File: src/rtl/score_keeper.sv
// BCD score keeper: digit-serial ripple adder, lives counter with bonus award
// at a chosen digit, and a sticky saturation flag.
module score_keeper #(
   parameter int DIGITS      = 4,
   parameter int LIVES_INIT  = 3,
   parameter int LIVES_MAX   = 9,
   parameter int BONUS_DIGIT = 2
) (
   input  logic                  clk,
   input  logic                  reset,
   input  logic                  clear,
   input  logic                  add_valid,
   input  logic [3:0]            add_points,
   output logic                  add_ready,
   input  logic                  lifedec,
   output logic [4*DIGITS-1:0]   score,
   output logic [3:0]            lives,
   output logic                  game_over,
   output logic                  overflow
);

   localparam int IDX_W = (DIGITS > 1) ? $clog2(DIGITS) : 1;

   localparam logic [IDX_W-1:0] BONUS_IDX  = IDX_W'(BONUS_DIGIT);
   localparam logic [IDX_W-1:0] LAST_IDX   = IDX_W'(DIGITS - 1);
   localparam logic [3:0]       LIVES_RST  = 4'(LIVES_INIT);
   localparam logic [3:0]       LIVES_CEIL = 4'(LIVES_MAX);

   typedef enum logic [0:0] {
      IDLE = 1'b0,
      ADD  = 1'b1
   } state_t;

   state_t           state_q, state_d;
   logic [IDX_W-1:0] idx_q, idx_d;
   logic             carry_q, carry_d;
   logic [3:0]       addend_q, addend_d;
   logic [3:0]       digit_q [DIGITS];
   logic [3:0]       digit_d [DIGITS];
   logic [3:0]       lives_q, lives_d;
   logic             overflow_q, overflow_d;
   logic             bonus;
   logic [4:0]       dsum;

   // One BCD digit plus addend; bit 4 is the decimal carry out.
   function automatic logic [4:0] bcd_digit_add(input logic [3:0] d, input logic [3:0] a);
      logic [4:0] s;
      s = {1'b0, d} + {1'b0, a};
      if (s >= 5'd10) begin
         bcd_digit_add = {1'b1, 4'(s - 5'd10)};
      end else begin
         bcd_digit_add = s;
      end
   endfunction

   function automatic logic [3:0] clamp_points(input logic [3:0] p);
      clamp_points = (p > 4'd9) ? 4'd9 : p;
   endfunction

   // A bonus and a loss in the same cycle cancel, except at the ceiling where
   // the bonus would have been lost to saturation anyway.
   function automatic logic [3:0] lives_update(input logic [3:0] cur,
                                               input logic       gain,
                                               input logic       loss_req);
      logic       loss;
      logic [3:0] res;
      loss = loss_req && (cur != 4'd0);
      res  = cur;
      if (loss && gain) begin
         res = (cur == LIVES_CEIL) ? cur - 4'd1 : cur;
      end else if (loss) begin
         res = cur - 4'd1;
      end else if (gain && (cur < LIVES_CEIL)) begin
         res = cur + 4'd1;
      end
      lives_update = res;
   endfunction

   assign game_over = (lives_q == 4'd0);
   assign add_ready = (state_q == IDLE) && !game_over && !overflow_q;
   assign lives     = lives_q;
   assign overflow  = overflow_q;

   always_comb begin
      score = '0;
      for (int i = 0; i < DIGITS; i++) begin
         score[4*i +: 4] = digit_q[i];
      end
   end

   always_comb begin
      state_d    = state_q;
      idx_d      = idx_q;
      carry_d    = carry_q;
      addend_d   = addend_q;
      digit_d    = digit_q;
      overflow_d = overflow_q;
      bonus      = 1'b0;
      dsum       = '0;

      case (state_q)
         IDLE: begin
            if (add_valid && add_ready) begin
               addend_d = clamp_points(add_points);
               idx_d    = '0;
               carry_d  = 1'b0;
               state_d  = ADD;
            end
         end
         ADD: begin
            dsum           = bcd_digit_add(digit_q[idx_q], addend_q);
            digit_d[idx_q] = dsum[3:0];
            carry_d        = dsum[4];
            bonus          = (idx_q == BONUS_IDX) && carry_q;
            if (!dsum[4]) begin
               state_d = IDLE;
            end else if (idx_q == LAST_IDX) begin
               // Carry out of the top digit: pin the score at all nines.
               for (int i = 0; i < DIGITS; i++) begin
                  digit_d[i] = 4'd9;
               end
               overflow_d = 1'b1;
               carry_d    = 1'b0;
               idx_d      = '0;
               state_d    = IDLE;
            end else begin
               idx_d    = idx_q + 1'b1;
               addend_d = 4'd1;
            end
         end
         default: begin
            state_d = IDLE;
         end
      endcase

      lives_d = lives_update(lives_q, bonus, lifedec);

      if (clear) begin
         state_d    = IDLE;
         idx_d      = '0;
         carry_d    = 1'b0;
         addend_d   = '0;
         overflow_d = 1'b0;
         lives_d    = LIVES_RST;
         for (int i = 0; i < DIGITS; i++) begin
            digit_d[i] = 4'd0;
         end
      end
   end

   always_ff @(posedge clk or posedge reset) begin
      if (reset) begin
         state_q    <= IDLE;
         idx_q      <= '0;
         carry_q    <= 1'b0;
         addend_q   <= '0;
         overflow_q <= 1'b0;
         lives_q    <= LIVES_RST;
         for (int i = 0; i < DIGITS; i++) begin
            digit_q[i] <= 4'd0;
         end
      end else begin
         state_q    <= state_d;
         idx_q      <= idx_d;
         carry_q    <= carry_d;
         addend_q   <= addend_d;
         overflow_q <= overflow_d;
         lives_q    <= lives_d;
         for (int i = 0; i < DIGITS; i++) begin
            digit_q[i] <= digit_d[i];
         end
      end
   end

endmodule

File: config.mk
export PLATFORM = sky130hd
export DESIGN_NAME = score_keeper
export DESIGN_NICKNAME = d
export VERILOG_FILES = /design/src/rtl/score_keeper.sv
export SDC_FILE = /design/constraint.sdc
export NUM_CORES = 1
export LEC_CHECK = 0
export CAP_MARGIN = 15
export CORE_UTILIZATION = 55
export DETAILED_ROUTE_END_ITERATION = 7
export DONT_BUFFER_PORTS = 1
export PLACE_DENSITY = 0.79
export SLEW_MARGIN = 0
export SYNTH_ARGS = -nofsm -noshare
export SYNTH_HDL_FRONTEND = slang
export SYNTH_SLANG_ARGS = --single-unit
File: constraint.sdc
create_clock -name clk -period 3.7 [get_ports clk]
set_input_delay 0.555 -clock clk [delete_from_list [all_inputs] [get_ports clk]]
set_output_delay 0.555 -clock clk [all_outputs]
set_load 0.1 [all_outputs]
==> impl_results.md, run 1 <==
- Worst EP required: slightly below 4 ns
- Initial antenna violation count: 0
- CTS H-tree depth: 2
- Detailed Route Iter0 Violations: ~200
- Count leader, synth: dfrtp_1
- DIE AREA: 4360 um^2
- Max-slew violation count: 0
- Number of remaining DRC errors: 0
- Antenna fix cells: 0
- Crit end category: flip-flop
- Final hold slack: about 0.21 ns
- Post-synth EDFFs: 0
- Critical Path Start Type: flip-flop
- Setup TNS: 0 ns
- Post-CTS setup buffers: 0
- RSZ-0062 raised after global routing: no
- Max-capacitance violation count: 0
- Vias in the first global route: between 1500 and 2000
- Layout Utilization: 0.671
- Dpl cells: slightly below 300
- Worst Max-Slew Pin Slew: about 1.0 ns
- Area delta synth->final: 13.1%
- P_sw: about 340 uW
- Seq/Total Area, Yosys: 0.323
- Syn nets: between 200 and 300
- # port buffers: 0
- Nets: between 200 and 300
- Relative slew margins: 0.320
- Async SR Flop Fraction: 1.00
- Yosys reg bits: 29
- Final Critical Period: 3.45 ns
- Power share of the combinational group: 0.269
- Global-route wire length before repair: between 9000 and 10000 um
- DRT Pass-1 Iters: 4
- Drt wl/cell: between 15 and 20 um
- Crit Path Category: flip-flop to flip-flop
- Vias per cell: 6.73
- Post-synth top area cell: dfrtp_1
- All-Layer GR Usage: 0.291
- Die width: 66.0 um
- Flop pwr share: 0.376
- Leak Pwr: about 1.1 nW
- Post-route insts no fill: 301
- Final Cycle Share: 0.933
- Via count: 2027
- Global placer's final weighted congestion: 1.04
- Syn avg cell area: approximately 9.6 um^2
- Maximum VDD drop: around 260 uV
- Detailed placement HPWL: around 4100 um
- CTS Buf Count: 5
- Mapped Cells: around 230
- Synth Cell Area: ~2300 um^2
- Final WS setup: between 0.2 and 0.25 ns
- Top_reg_cell synth: dfrtp_1
- TritonCTS clock tree: yes
- WL final: around 5700 um
- Core ar.: roughly 3800 um^2
- Sequential cell area: 729 um^2
- Initial core utilization: 0.594
- Synth area leaders: dfrtp_1 (30%), ha_1 (6.7%), mux4_2 (4.0%)
- Setup Skew: 0.00692 ns
- GRT overflow: 0
- Io pins: 32
- Reg clk slew, reported paths: around 0.07 ns
- Clock root cell: clkbuf_8
- Clock power share: 0.355
- Pre-CTS WS: around 0.12 ns
- Clock buffer depth: 2
- Fin. Hold Viols: 0
- Ys Warns: 0
- Post-synth top area share: 0.300
- Internal: 635 uW
- R2r startpoint: idx_q[0]
- Switching Share: 0.350
- Die Ht: approximately 66 um
- Synth cell count leaders: dfrtp_1 (27), nand2_1 (17), nor2_1 (14)
- Cell Pwr Density: ~380 nW/um^2
- Num rows: 22
- Crit Path Max Fanout: 13
- Fmax: about 290 MHz
- Largest net degree at the start of global routing: 30
- Total Power: a little under 1 mW
- Fill cell count: ~310
- Min-Delay Path Class: primary input to asynchronous set/reset pin
- Skew-Pair Late Insertion Delay: slightly below 0.3 ns
- Worst Setup SP: idx_q[0]
- Yosys cell types: 70
- Arr. time, crit path: 3.64 ns
- Post-route cell area: approximately 2500 um^2
- Endpoints failing setup: 0
- Share of cells above drive strength 1: 0.257
- Clock Sinks: 29
- Placed Area: ~2400 um^2
- Status: finished clean
- Hold_buf cts: 0
- Routed Antenna Nets: 0
- Multi-input logic area: around 1400 um^2
-- cells by family (layout without fill, tap and decap cells) --
family / after synthesis / in the layout / synth area share
mux: 6 / 6 / 0.0494
xor+xnor: 2 / 2 / 0.0111
buf+inv: 28 / 47 / 0.0694
simple gates: 75 / 75 / 0.180
fa+ha+maj: 13 / 13 / 0.0755
compound gates: 81 / 81 / 0.291
flops: 29 / 29 / 0.323
-- power groups by stage --
stage	clock (mW)	sequential (mW)	combinational (mW)
final	0.347	0.367	0.263
after detailed placement	0	0.372	0.254
after floorplan	0	0.400	0.182
after global placement	0	0.372	0.250
after global routing	0.365	0.368	0.285
after CTS	0.349	0.366	0.256
-- registers in the layout, indices dropped and copies added (netlist names) --
register  flops
addend_q      4
carry_q       1
idx_q         2
lives         4
overflow      1
score        16
state_q       1
-- critical path: stages (launching register included) --
cell and delay [ns]:
dfrtp_2 0.42, mux4_2 0.50, ha_1 0.26, fa_2 0.61, inv_1 0.11, ha_1 0.26
inv_1 0.14, a31oi_4 0.08, o21ai_4 0.25, buf_4 0.26, a21oi_1 0.14, a311oi_1 0.31
-- what timing repair did --
| item | 4_1_cts | 5_1_grt |
|---|---|---|
| resized for setup | 0 | 3 |
| setup endpoints to repair | 0 | 7 |
| endpoints found under the hold margin | 0 | 0 |
-- worst paths after layout --
path / to / slack, ns / cells after the start
setup / recovery: score[0] / 0.25 / 11
hold / removal: lives[2] / 0.21 / 1
setup reg to reg: score[0] / 0.25 / 11
hold reg to reg: addend_q[3] / 0.52 / 1
max in group asynchronous: idx_q[0] / 2.97 / 2
min in group clk: score[7] / 0.32 / 1
-- cell usage in the layout, fill, tap and decap left out, types with 6 or more instances in the layout --
cell type	count
dfrtp_1	26
buf_4	25
nand2_1	17
nor2_1	14
inv_1	13
a21oi_1	12
ha_1	12
or3_1	8
a31oi_1	8
nor3_1	8
a211oi_1	7
a311oi_1	7
o21ai_0	7
clkbuf_8	6
-- layout make-up --
type,instances,share of cell area
Inverter,13,0.0191
Tap cell,48,0.0236
Clock buffer,6,0.0324
Timing Repair Buffer,26,0.0795
Multi-Input combinational cell,177,0.545
Sequential cell,29,0.286
Clock inverter,2,0.0147
-- metal layers --
metal  GRT usage  vias up  wire length [um]
met4      0.0798        0                76
met3      0.0759        9               539
met2       0.409      100              2550
met1       0.436      969              2480
li1            -      949                 -
met5           0        -                 0
Note: power is estimated with default switching activity, not from simulation.
==> run 2, diff against run 1 <==
MAX_ROUTING_LAYER = met4   (was unset)
clock period = 3 ns   (was 3.7 ns; I/O delays follow)
==> run 2 against run 1 <==
  * The run now ends with setup timing left
  * Final cell count grew 8.3%
  * Core utilization grew 9.9 points
  * Combinational power grew 59%
  * Sequential power grew 28%
  * Design area grew 15%
  * Sequential share of layout area shrank 2.9 points
  * Critical path type unchanged
  * Highest routed layer unchanged
==> impl_results.md, run 2 (same netlist as run 1, synthesis figures left out) <==
- Status: finished with violations (was finished clean)
- Failing checks: setup timing
- Final WS setup: -0.0805 ns (was 0.249 ns)
- Reg clk slew, reported paths: 0.06 ns (was 0.07 ns)
- Routed Antenna Nets: 0 (unchanged)
- Antenna fix cells: 0 (unchanged)
- Critical Path Start Type: flip-flop (unchanged)
- Fill cell count: 233 (was 311)
- Relative slew margins: 0.407 (was 0.320)
- Number of remaining DRC errors: 0 (unchanged)
- Cell Pwr Density: 450 nW/um^2 (was 383 nW/um^2)
- Die width: 66.0 um (unchanged)
- TritonCTS clock tree: yes (unchanged)
- Final hold slack: 0.220 ns (was 0.208 ns)
- Clock Sinks: 29 (unchanged)
- Via count: 2276 (was 2027)
- Worst Setup SP: score[8] (was idx_q[0])
- Arr. time, crit path: 3.22 ns (was 3.64 ns)
- Detailed placement HPWL: 4680 um (was 4140 um)
- Crit end category: flip-flop (unchanged)
- WL final: 6990 um (was 5650 um)
- Io pins: 32 (unchanged)
- Maximum VDD drop: 365 uV (was 261 uV)
- Crit Path Max Fanout: 5 (was 13)
- Area delta synth->final: 29.7% (was 13.1%)
- Clock root cell: clkbuf_8 (unchanged)
- Core ar.: 3800 um^2 (unchanged)
- Largest net degree at the start of global routing: 30 (unchanged)
- Sequential cell area: 752 um^2 (was 729 um^2)
- Most frequent cells in the layout: buf_4 (46), dfrtp_1 (18), nand2_1 (17), nor2_1 (14), a21oi_1 (9) (was dfrtp_1 (26), buf_4 (25), nand2_1 (17), nor2_1 (14), inv_1 (13))
- Endpoints failing setup: 16 (was 0)
- Die Ht: 66.0 um (unchanged)
- Worst EP required: 3.14 ns (was 3.89 ns)
- RSZ-0062 raised after global routing: yes (was no)
- Max-slew violation count: 0 (unchanged)
- Crit Path Category: flip-flop to flip-flop (unchanged)
- Fmax: 325 MHz (was 290 MHz)
- Leak Pwr: 1.21 nW (was 1.09 nW)
- Worst Max-Slew Pin Slew: 0.889 ns (was 1.02 ns)
- Final Cycle Share: 1.03 (was 0.933)
- Min-Delay Path Class: primary input to flip-flop (was primary input to asynchronous set/reset pin)
- Share of cells above drive strength 1: 0.442 (was 0.257)
- Total Power: 1.32 mW (was 976 uW)
- Global placer's final weighted congestion: 0.920 (was 1.04)
- Detailed Route Iter0 Violations: 277 (was 202)
- Vias in the first global route: 2145 (was 1840)
- Final Critical Period: 3.08 ns (was 3.45 ns)
- Clock buffer depth: 2 (unchanged)
- Critical hold path startpoint: clear
- # port buffers: 0 (unchanged)
- Skew-Pair Late Insertion Delay: 0.28 ns (was 0.29 ns)
- Setup Skew: 0.00274 ns (was 0.00692 ns)
- Largest register FFs: 16 (unchanged)
- GRT overflow: 0 (unchanged)
- Nets: 299 (was 274)
- Dpl cells: 312 (was 292)
- Multi-input logic area: 1540 um^2 (was 1390 um^2)
- Global-route wire length before repair: 11000 um (was 9340 um)
- Num rows: 22 (unchanged)
- All-Layer GR Usage: 0.357 (was 0.291)
- CTS H-tree depth: 2 (unchanged)
- CTS Buf Count: 5 (unchanged)
- Vias per cell: 6.98 (was 6.73)
- Post-route insts no fill: 326 (was 301)
- Initial antenna violation count: 0 (unchanged)
- Max-capacitance violation count: 0 (unchanged)
- DRT Pass-1 Iters: 5 (was 4)
- DIE AREA: 4360 um^2 (unchanged)
- Hold_buf cts: 0 (unchanged)
- Drt wl/cell: 21.5 um (was 18.8 um)
- Fin. Hold Viols: 0 (unchanged)
- R2r startpoint: score[8] (was idx_q[0])
- Initial core utilization: 0.594 (unchanged)
- Commonest non-fill, non-tap cell in the layout: buf_4 (was dfrtp_1)
[run 2: cell types whose count changed in the layout (fill, tap and decap cells not counted), moves of 3 or more]
cell,before,now
or3_1,8,5
inv_1,13,8
a211oi_1,7,3
a21oi_1,12,9
ha_1,12,8
buf_4,25,46
inv_2,0,3
ha_4,0,3
dfrtp_2,1,7
a211oi_2,1,5
or3_4,0,3
buf_6,0,3
dfrtp_1,26,18
[run 2: path summary, 6_finish.rpt]
| kind | cells after the start | slack, ns | end |
|---|---|---|---|
| min in group asynchronous | 1 | 0.24 | score[3] |
| min reg2reg | 1 | 0.55 | addend_q[3] |
| max reg2reg | 11 | -0.08 | score[3] |
| min | 1 | 0.22 | score[14] |
| max | 11 | -0.08 | score[3] |
| max in group asynchronous | 2 | 2.04 | lives[1] |
[run 2: worst max-delay path: stages (launching register included)]
cell	delay, ns
dfrtp_4	0.48
mux4_2	0.51
ha_4	0.19
fa_2	0.39
xnor2_4	0.22
ha_4	0.18
nand4b_1	0.12
nor3_2	0.04
or3_4	0.34
a211oi_2	0.18
buf_4	0.17
a311oi_2	0.10
[run 2: per-layer routing]
| layer | up-vias | GRT usage | wire length, um |
|---|---|---|---|
| met1 | 1118 | 0.464 | 2940 |
| met3 | 37 | 0.0897 | 602 |
| met2 | 121 | 0.505 | 3160 |
| met4 | 0 | 0.202 | 293 |
| li1 | 1000 | - | - |
| met5 | - | - | 0 |
[run 2: cell type report]
type	instances	share of cell area
flip-flops and latches	29	0.257
inverters	13	0.0188
clock buffers	7	0.0295
multi-input cells	177	0.526
clock inverters	1	0.0103
well taps	48	0.0205
repair buffers	51	0.138
[run 2: metrics by stage]
| step | TNS, ns | utilization | cell area (um^2) | setup WS (ns) |
|---|---|---|---|---|
| 2_1_floorplan | -2.28 | - | 2380 | -0.155 |
| 3_3_place_gp | -0.0955 | 0.706 | 2680 | -0.0329 |
| 3_5_place_dp | -0.207 | 0.706 | 2680 | -0.0538 |
| 4_1_cts | -0.0958 | 0.755 | 2870 | -0.0336 |
| 5_1_grt | -2.45 | 0.770 | 2930 | -0.161 |
| 6_report | -0.843 | 0.770 | 2930 | -0.0805 |
[run 2: what timing repair did]
item / CTS / global route
setup endpoints to repair: 18 / 19
buffers inserted: 3 / 2
gates cloned: 0 / 1
hold endpoints to repair: 0 / 0
resized for setup: 9 / 8
pin swaps: 3 / 6
[run 2: power breakdown]
part	switching, mW	internal, mW
combinational	0.248	0.171
clock	0.158	0.271
sequential	0.0581	0.412
total	0.464	0.853
